<file path="src/rtl/wt_pkg.sv">
// wt_pkg: shared mode encoding, field limits, key indices and wrap helper for the LCD watch time keeper
package wt_pkg;
  typedef enum logic [1:0] {
    MODE_RUN   = 2'd0,
    MODE_SET_H = 2'd1,
    MODE_SET_M = 2'd2,
    MODE_SET_S = 2'd3
  } mode_t;
  localparam logic [6:0] HOUR_MAX = 7'd23;
  localparam logic [6:0] MIN_MAX = 7'd59;
  localparam logic [6:0] SEC_MAX = 7'd59;
  localparam int KEY_MODE = 0;
  localparam int KEY_UP = 1;
  localparam int KEY_DOWN = 2;
  localparam int KEY_CLR = 3;
  localparam int KEY_RUN = 4;
  function automatic logic [6:0] wrap_step(input logic [6:0] v, input logic [6:0] max, input logic dn);
    return dn ? ((v == 7'd0) ? max : v - 7'd1) : ((v == max) ? 7'd0 : v + 7'd1);
  endfunction
endpackage

</file>
<file path="src/rtl/wt_key_debounce.sv">
// wt_key_debounce: one key through 2-FF sync, DEB_CYCLES stability filter and registered press pulse (CLK, RESET, key -> press)
module wt_key_debounce #(
  parameter int DEB_CYCLES = 1000
) (
  input  logic CLK,
  input  logic RESET,
  input  logic key,
  output logic press
);
  localparam int CW = $clog2(DEB_CYCLES + 1);
  logic s1, s2, lvl, lvl_q, done;
  logic [CW-1:0] cnt;
  assign done = (s2 != lvl) && (cnt == CW'(DEB_CYCLES - 1));
  always_ff @(posedge CLK or posedge RESET)
    if (RESET) begin
      s1 <= 1'b0;
      s2 <= 1'b0;
      lvl <= 1'b0;
      lvl_q <= 1'b0;
      press <= 1'b0;
      cnt <= '0;
    end else begin
      s1 <= key;
      s2 <= s1;
      cnt <= (s2 == lvl || done) ? '0 : cnt + CW'(1);
      lvl <= done ? s2 : lvl;
      lvl_q <= lvl;
      press <= lvl & ~lvl_q;
    end
endmodule

</file>
<file path="src/rtl/wt_time_keeper.sv">
// wt_time_keeper: HH:MM:SS keeper with RUN/SET mode machine (CLK, RESET, KEY[4:0] -> HOUR, MIN, SEC, MODE, BLINK, SEC_TICK)
module wt_time_keeper
  import wt_pkg::*;
#(
  parameter int TICK_DIV = 100000,
  parameter int DEB_CYCLES = 1000,
  parameter int BLINK_DIV = 50000
) (
  input  logic       CLK,
  input  logic       RESET,
  input  logic [4:0] KEY,
  output logic [6:0] HOUR,
  output logic [6:0] MIN,
  output logic [6:0] SEC,
  output logic [1:0] MODE,
  output logic       BLINK,
  output logic       SEC_TICK
);
  localparam int PW = $clog2(TICK_DIV + 1);
  localparam int BW = $clog2(BLINK_DIV + 1);
  mode_t state, nxt;
  logic [4:0] ev;
  logic [PW-1:0] pre, pre_n;
  logic [BW-1:0] bcnt;
  logic [6:0] hour_n, min_n, sec_n;
  logic run, chg, tick, adj, dn, pre_end, blink_end;
  for (genvar i = 0; i < 5; i++) begin : g_key
    wt_key_debounce #(.DEB_CYCLES(DEB_CYCLES)) u_deb (
      .CLK(CLK),
      .RESET(RESET),
      .key(KEY[i]),
      .press(ev[i])
    );
  end
  assign run = state == MODE_RUN;
  assign pre_end = pre == PW'(TICK_DIV - 1);
  assign blink_end = bcnt == BW'(BLINK_DIV - 1);
  assign MODE = state;
  always_comb begin
    nxt = (ev[KEY_RUN] && !run) ? MODE_RUN : ev[KEY_MODE] ? mode_t'(state + 2'd1) : state;
    chg = nxt != state;
    tick = run && pre_end && !ev[KEY_CLR];
    adj = !chg && !run && (ev[KEY_UP] ^ ev[KEY_DOWN]);
    dn = ev[KEY_DOWN];
    pre_n = (!run || chg || ev[KEY_CLR] || pre_end) ? '0 : pre + PW'(1);
    sec_n = ev[KEY_CLR] ? 7'd0 : tick ? wrap_step(SEC, SEC_MAX, 1'b0) :
            (adj && state == MODE_SET_S) ? wrap_step(SEC, SEC_MAX, dn) : SEC;
    min_n = (tick && SEC == SEC_MAX) ? wrap_step(MIN, MIN_MAX, 1'b0) :
            (adj && state == MODE_SET_M) ? wrap_step(MIN, MIN_MAX, dn) : MIN;
    hour_n = (tick && SEC == SEC_MAX && MIN == MIN_MAX) ? wrap_step(HOUR, HOUR_MAX, 1'b0) :
             (adj && state == MODE_SET_H) ? wrap_step(HOUR, HOUR_MAX, dn) : HOUR;
  end
  always_ff @(posedge CLK or posedge RESET)
    if (RESET) state <= MODE_RUN;
    else state <= nxt;
  always_ff @(posedge CLK or posedge RESET)
    if (RESET) begin
      pre <= '0;
      bcnt <= '0;
      HOUR <= 7'd0;
      MIN <= 7'd0;
      SEC <= 7'd0;
      BLINK <= 1'b0;
      SEC_TICK <= 1'b0;
    end else begin
      pre <= pre_n;
      HOUR <= hour_n;
      MIN <= min_n;
      SEC <= sec_n;
      SEC_TICK <= tick;
      bcnt <= (run || chg || blink_end) ? '0 : bcnt + BW'(1);
      BLINK <= (run || chg) ? 1'b0 : blink_end ? ~BLINK : BLINK;
    end
endmodule
</file>
<file path="config.mk">
export PLATFORM = sky130hd
export DESIGN_NAME = wt_time_keeper
export DESIGN_NICKNAME = d
export VERILOG_FILES = /design/src/rtl/wt_pkg.sv /design/src/rtl/wt_key_debounce.sv /design/src/rtl/wt_time_keeper.sv
export SDC_FILE = /design/constraint.sdc
export NUM_CORES = 1
export LEC_CHECK = 0
export CORE_AREA = 2 2 120 122
export CTS_BUF_LIST = sky130_fd_sc_hd__clkbuf_8 sky130_fd_sc_hd__clkbuf_16
export DETAILED_ROUTE_END_ITERATION = 16
export DIE_AREA = 0 0 122 124
export PLACE_DENSITY_LB_ADDON = 0.3
export SYNTH_ARGS = -nofsm -noshare
export SYNTH_HDL_FRONTEND = slang
export SYNTH_SLANG_ARGS = --single-unit
export TNS_END_PERCENT = 50
</file>
<file path="constraint.sdc">
create_clock -name CLK -period 9.1 [get_ports CLK]
set_input_delay 0.91 -clock CLK [delete_from_list [all_inputs] [get_ports CLK]]
set_output_delay 0.91 -clock CLK [all_outputs]
set_load 0.02 [all_outputs]
</file>
==> summary.txt, run 1 <==
worst r2r src: MODE[0]$_DFF_PP0_
Detail Placement HPWL: 8870 um
Congestion Overflow GR: 0
most common cell after layout, fill and taps aside: dfrtp_1
worst slack, placed: 6.13 ns
M1 GR Usage: 23.5%
DR pass1 iterations: 5
critical path depth in cells: 1
post-synthesis simple-gate area fraction: 25.4%
Yosys cell types: 69
row cnt: 43
Crit Path Class: reg -> out
Clock Latency Late Sink: 0.41 ns
final hold vios: 0
Syn Nets: 724
Total Neg Setup Slack: 0 ns
R2R Setup Slk: 6.55 ns
drt wl/cell: 14.2 um
largest net degree at the start of global routing: 84
final wirelength: 13200 um
GRT Overall Usage: 18.5%
area added between synthesis and finish: 16.4%
CP peak stage delay: 0.69 ns
Post-Syn Area per Cell: 9.71 sq um
commonest cells after routing, fill and taps aside: dfrtp_1, nor2_1, nand2_1
hold_buf cts: 0
DRT antenna net count: 0
DRC Markers: 0
gate count after technology mapping: 699
Root Buffer: clkbuf_16
GRT Max-Usage Layer: met2
slew at the pin closest to its max-slew limit: 1.01 ns
min-delay worst type: reg -> reg
Die Area: 15100 sq um
Compound-Gate Fraction of Synth Area: 7.41%
top area cells in the synthesized netlist: dfrtp_1, nor2_1, xnor2_1, xor2_1, nand2_1
reg2reg end: SEC[4]$_DFFE_PP0P_
initial drt markers: 434
adder-cell share of the synthesized area: 3.32%
Worst-path clk slew: 0.05 ns
FMAX: 382 MHz
Via Count: 5081
routing usage on met3: 3.57%
Post-synth EDFFs: 0
CP Cell Sequence: clkdlybuf4s50_1
PwrDens: 176 nW/um^2
first-pass GRT wire length: 22300 um
crit path from: SEC[2]$_DFFE_PP0P_
final worst-path setup slack: 6.48 ns
count of warnings emitted by yosys: 0
Yosys reg bits: 133
DIE HEIGHT: 124 um
initial cell density of the core: 49.4%
Synth area leader: dfrtp_1
clock skew: 0.00698 ns
Buf/Inv on CP: 1
slowest CP cell: clkdlybuf4s50_1
share of cells above drive strength 1: 7.79%
fin crit share: 28.8%
Worst Reg-to-Reg Cells: 8
Synth async-reset ratio: 100%
Filler cells: 1152
CP Launch Type: flip-flop
# diodes: 0
Core Region: 13700 sq um
sequential fraction of the synthesis area: 49.1%
number of global-route vias before repair: 4884
vias per inst: 5.49
setup violators final: 0
initial antenna violation count: 0
CTS buffer count: 17
main combinational cell family by area after synthesis: simple AND/OR/NAND/NOR gates
post-CTS setup buffers: 0
Main synth FF type: dfrtp_1
met2 Track Usage GR: 30.8%
H-tree levels: 4
Worst slew margin: 32.5%
nets@finish: 758
nature of the critical path endpoint: output pin
RSZ-0062 raised after global routing: no
routability cong.: 0.920
Die Wd: 122 um
PostCTS Resize Cnt: 0
Setup crit end: SEC[2]
post-synth top area share: 49.1%
worst-path fanout max: 12
worst vdd ir: 0.000120 V
mapped cell area: 6780 sq um
CP Data Arrival Time: 1.71 ns
Top delay family on crit path: buffers and inverters
CTS tree: built
I/O Pins: 32
Leak: 3.47 nW
Post-Synth XOR/XNOR Area: 10.6%
status: finished, final reports clean
post-layout min period: 2.62 ns
CTS max path bufs: 2
mux share of post-synthesis cell area: 1.46%
Clock Sink Count: 133
maxcap violations: 0
hold-critical path depth: 0
Crit path required time: 8.19 ns
Final Max Slew Viols: 0
port bufs: 31
## where the power goes
part	internal [mW]	total, mW	switching [mW]
logic	0.00854	0.0273	0.0187
registers	0.599	0.605	0.00510
clock network	0.511	0.755	0.244
## layer usage
| metal | share of wire [%] | vias up |
|---|---|---|
| li1 | - | 2468 |
| met1 | 45 | 2472 |
| met2 | 48 | 120 |
| met3 | 4.1 | 21 |
| met4 | 2.0 | 0 |
| met5 | 0 | - |
## through the flow
stage	area [sq um]	total power, mW	utilization [%]	hold WS, ns	instances
after detailed placement	7240	0.644	52.8	0.336	894
after global placement	7240	0.642	52.8	0.332	894
after global routing	7900	1.43	57.6	0.349	925
after CTS	7900	1.40	57.6	0.348	925
final	7900	1.39	57.6	0.345	925
after floorplan	6780	0.633	-	0.331	699
## Yosys cell counts (all sizes together) (2+ instances only)
master / n
and4: 2
or4: 6
nor2: 116
nand4bb: 2
nor3: 24
nand2: 66
a31oi: 5
buf: 9
mux2i: 2
o211ai: 3
nor2b: 11
nor4: 5
dfrtp: 133
nand2b: 3
mux2: 7
a21o: 4
and3: 19
nand4b: 3
clkbuf: 8
nor3b: 2
or3: 6
nand4: 17
xnor2: 43
a21oi: 19
ha: 18
and4bb: 2
xor2: 39
nor4b: 6
inv: 25
o211a: 4
a211oi: 3
o311ai: 2
and2: 5
o21ai: 24
or2: 5
nand3: 35
## cell families (layout without fill, tap and decap cells)
family,Yosys count,in the layout
AND/OR/NAND/NOR,337,337
flip-flops,133,133
XOR/XNOR,82,82
AO/OA/AOI/OAI,77,77
buffers and inverters,43,89
adder cells (fa/ha/maj),18,18
multiplexers,9,9
## sequential cells by signal, indices dropped and copies added, names as in the netlist
signal,flops
pre,17
g_key.u_deb.press,5
BLINK,1
SEC_TICK,1
g_key.u_deb.cnt,50
g_key.u_deb.lvl_q,5
SEC,7
bcnt,16
MIN,7
g_key.u_deb.s1,5
HOUR,7
MODE,2
g_key.u_deb.s2,5
g_key.u_deb.lvl,5
## how the worst min path moves through the flow
stage                                  endpoint                         from  slack, ns
floorplan           g_key[0].u_deb.s2$_DFF_PP0_  g_key[0].u_deb.s1$_DFF_PP0_       0.33
global placement    g_key[0].u_deb.s2$_DFF_PP0_  g_key[0].u_deb.s1$_DFF_PP0_       0.33
detailed placement  g_key[0].u_deb.s2$_DFF_PP0_  g_key[0].u_deb.s1$_DFF_PP0_       0.34
CTS                 g_key[0].u_deb.s2$_DFF_PP0_  g_key[0].u_deb.s1$_DFF_PP0_       0.35
global route        g_key[4].u_deb.s2$_DFF_PP0_  g_key[4].u_deb.s1$_DFF_PP0_       0.35
finish              g_key[0].u_deb.s2$_DFF_PP0_  g_key[0].u_deb.s1$_DFF_PP0_       0.34
## area by class of cell
class | count | area (sq um) | share of cell area (%)
sequential | 133 | 3330 | 42.1
multi-input combinational | 523 | 3270 | 41.4
clock buffer | 21 | 480 | 6.08
timing repair buffer | 32 | 318 | 4.02
tap | 180 | 225 | 2.85
clock inverter | 10 | 176 | 2.23
inverter | 26 | 101 | 1.28
Note: power is estimated with default switching activity, not from simulation.
==> run 2: changes to the inputs <==
Clock period 9.1 ns to 2.1 ns, I/O delays scaled along.
==> summary.txt, run 2 (synthesis results as in run 1) <==
status: finished, violations left
failing checks: setup timing
worst vdd ir: 0.000531 V (+340%)
Detail Placement HPWL: 9650 um (+8.8%)
Final Max Slew Viols: 0 (unchanged)
maxcap violations: 0 (unchanged)
drt wl/cell: 14.7 um (+3.3%)
Sw Pwr: 1.18 mW (+340%)
Leak: 3.84 nW (+11%)
routability cong.: 0.887 (-3.6%)
Comb pwr share: 2.2% (+0.2 points)
Largest Register: g_key.u_deb.cnt
number of global-route vias before repair: 5468 (+12%)
# diodes: 0 (unchanged)
Finished Layout Cells: 991 (+7.1%)
final wirelength: 14600 um (+11%)
Sw Share: 20.1% (+0.81 points)
nets@finish: 824 (+8.7%)
Die Wd: 122 um (unchanged)
initial cell density of the core: 49.4% (unchanged)
post-layout min period: 2.13 ns
nature of the critical path endpoint: flip-flop
clock share of power: 53.1% (-1.3 points)
port bufs: 31 (unchanged)
fin crit share: 102%
commonest cells after routing, fill and taps aside: dfrtp_1, nor2_1, nand2_1
CTS max path bufs: 2 (unchanged)
internal power: 4.68 mW (+320%)
DRT antenna net count: 0 (unchanged)
Largest regs: g_key.u_deb.cnt (50), pre (17), bcnt (16)
CTS tree: built
Crit path required time: 2.40 ns (-5.79 ns)
Clock Latency Late Sink: 0.42 ns (about the same)
RSZ-0062 raised after global routing: yes
largest net degree at the start of global routing: 79 (-6.0%)
CP Launch Type: flip-flop
CP Data Arrival Time: 2.44 ns (+0.73 ns)
DR pass1 iterations: 5 (unchanged)
FMAX: 468 MHz
vias per inst: 5.50 (+0.17%)
Congestion Overflow GR: 0 (unchanged)
Crit Path Class: reg -> reg
I/O Pins: 32 (unchanged)
Via Count: 5453 (+7.3%)
Core Region: 13700 sq um (unchanged)
most common cell after layout, fill and taps aside: dfrtp_1
area added between synthesis and finish: 26.0%
worst slack, placed: -0.0429 ns (-6.17 ns)
max FFs per register: 50 (unchanged)
initial drt markers: 451 (+3.9%)
min-delay worst type: in -> async
final worst-path setup slack: -0.0347 ns (-6.51 ns)
Worst-path clk slew: 0.06 ns (about the same)
Reg power frac: 44.7% (+1.1 points)
Die Area: 15100 sq um (unchanged)
setup violators final: 2 (+2)
worst-path fanout max: 4 (-8)
DIE HEIGHT: 124 um (unchanged)
CTS buffer count: 17 (unchanged)
PwrDens: 685 nW/um^2 (+290%)
H-tree levels: 4 (unchanged)
share of cells above drive strength 1: 18.1% (+10 points)
first-pass GRT wire length: 24700 um (+11%)
Clock Sink Count: 133 (unchanged)
slew at the pin closest to its max-slew limit: 0.555 ns (-0.456 ns)
Root Buffer: clkbuf_16
DRC Markers: 0 (unchanged)
initial antenna violation count: 0 (unchanged)
row cnt: 43 (unchanged)
placed cell count: 945 (+5.7%)
clock skew: 0.00683 ns (-0.000154 ns)
Worst slew margin: 62.6% (+30 points)
GRT Overall Usage: 20.4% (+1.9 points)
final hold vios: 0 (unchanged)
[run 2: path summary, 6_finish.rpt]
check / from / to / slack (ns) / cells past startpoint
min: RESET / g_key[0].u_deb.cnt[7]$_DFF_PP0_ / 0.08 / 2
max: MODE[0]$_DFF_PP0_ / SEC[4]$_DFFE_PP0P_ / -0.03 / 10
min reg2reg: g_key[1].u_deb.s1$_DFF_PP0_ / g_key[1].u_deb.s2$_DFF_PP0_ / 0.35 / 0
max in group asynchronous: RESET / SEC[2]$_DFFE_PP0P_ / 1.35 / 3
min in group CLK: KEY[2] / g_key[2].u_deb.s1$_DFF_PP0_ / 0.23 / 1
max reg2reg: MODE[0]$_DFF_PP0_ / SEC[4]$_DFFE_PP0P_ / -0.03 / 10
[run 2: power groups by stage]
stage          combinational (mW)  clock [mW]  sequential [mW]
6_report                    0.128        3.11             2.62
4_1_cts                     0.132        3.17             2.62
3_3_place_gp                0.128           0             2.66
3_5_place_dp                0.132           0             2.67
2_1_floorplan              0.0861           0             2.66
5_1_grt                     0.149        3.28             2.62
[run 2: worst max-delay path, cell delays in order (launching register included)]
cell and delay [ns]:
dfrtp_1 0.37, inv_2 0.06, ha_4 0.17, buf_12 0.13
nor4b_4 0.34, or2_4 0.22, buf_6 0.10, nand4_1 0.20
a22oi_2 0.23, o21ai_1 0.07, o311a_1 0.12
[run 2: final cells by class]
cell class	instances	area [sq um]
Timing Repair Buffer	97	867
Sequential cell	133	3330
Multi-Input combinational cell	524	3400
Tap cell	180	225
Fill cell	1063	5170
Clock buffer	23	508
Inverter	26	103
Clock inverter	8	120
[run 2: timing repair]
item | 4_1_cts | 5_1_grt
setup endpoints to repair | 9 | 19
pin swaps | 0 | 17
buffers inserted | 3 | 12
hold buffers | 0 | 0
cloned | 1 | 0
resized for setup | 5 | 33
[run 2: routing by layer]
layer	part of all wire, %	vias up	wire (um)	GRT usage, %
li1	-	2618	-	-
met1	43	2666	6290	24.4
met2	50	136	7310	34.9
met3	4.2	33	611	4.72
met4	2.5	0	369	10.1
met5	0	-	0	0
[run 2: through the flow]
stage               util [%]  TNS (ns)  instance area, sq um  power [mW]  hold slack [ns]
floorplan                  -     -2.16                  6790        2.75            0.241
global placement        55.8         0                  7660        2.79            0.333
detailed placement      55.8    -0.149                  7660        2.80            0.336
CTS                     60.8         0                  8340        5.92           0.0681
global route            62.3    -0.980                  8550        6.06            0.116
finish                  62.3   -0.0458                  8550        5.86           0.0769
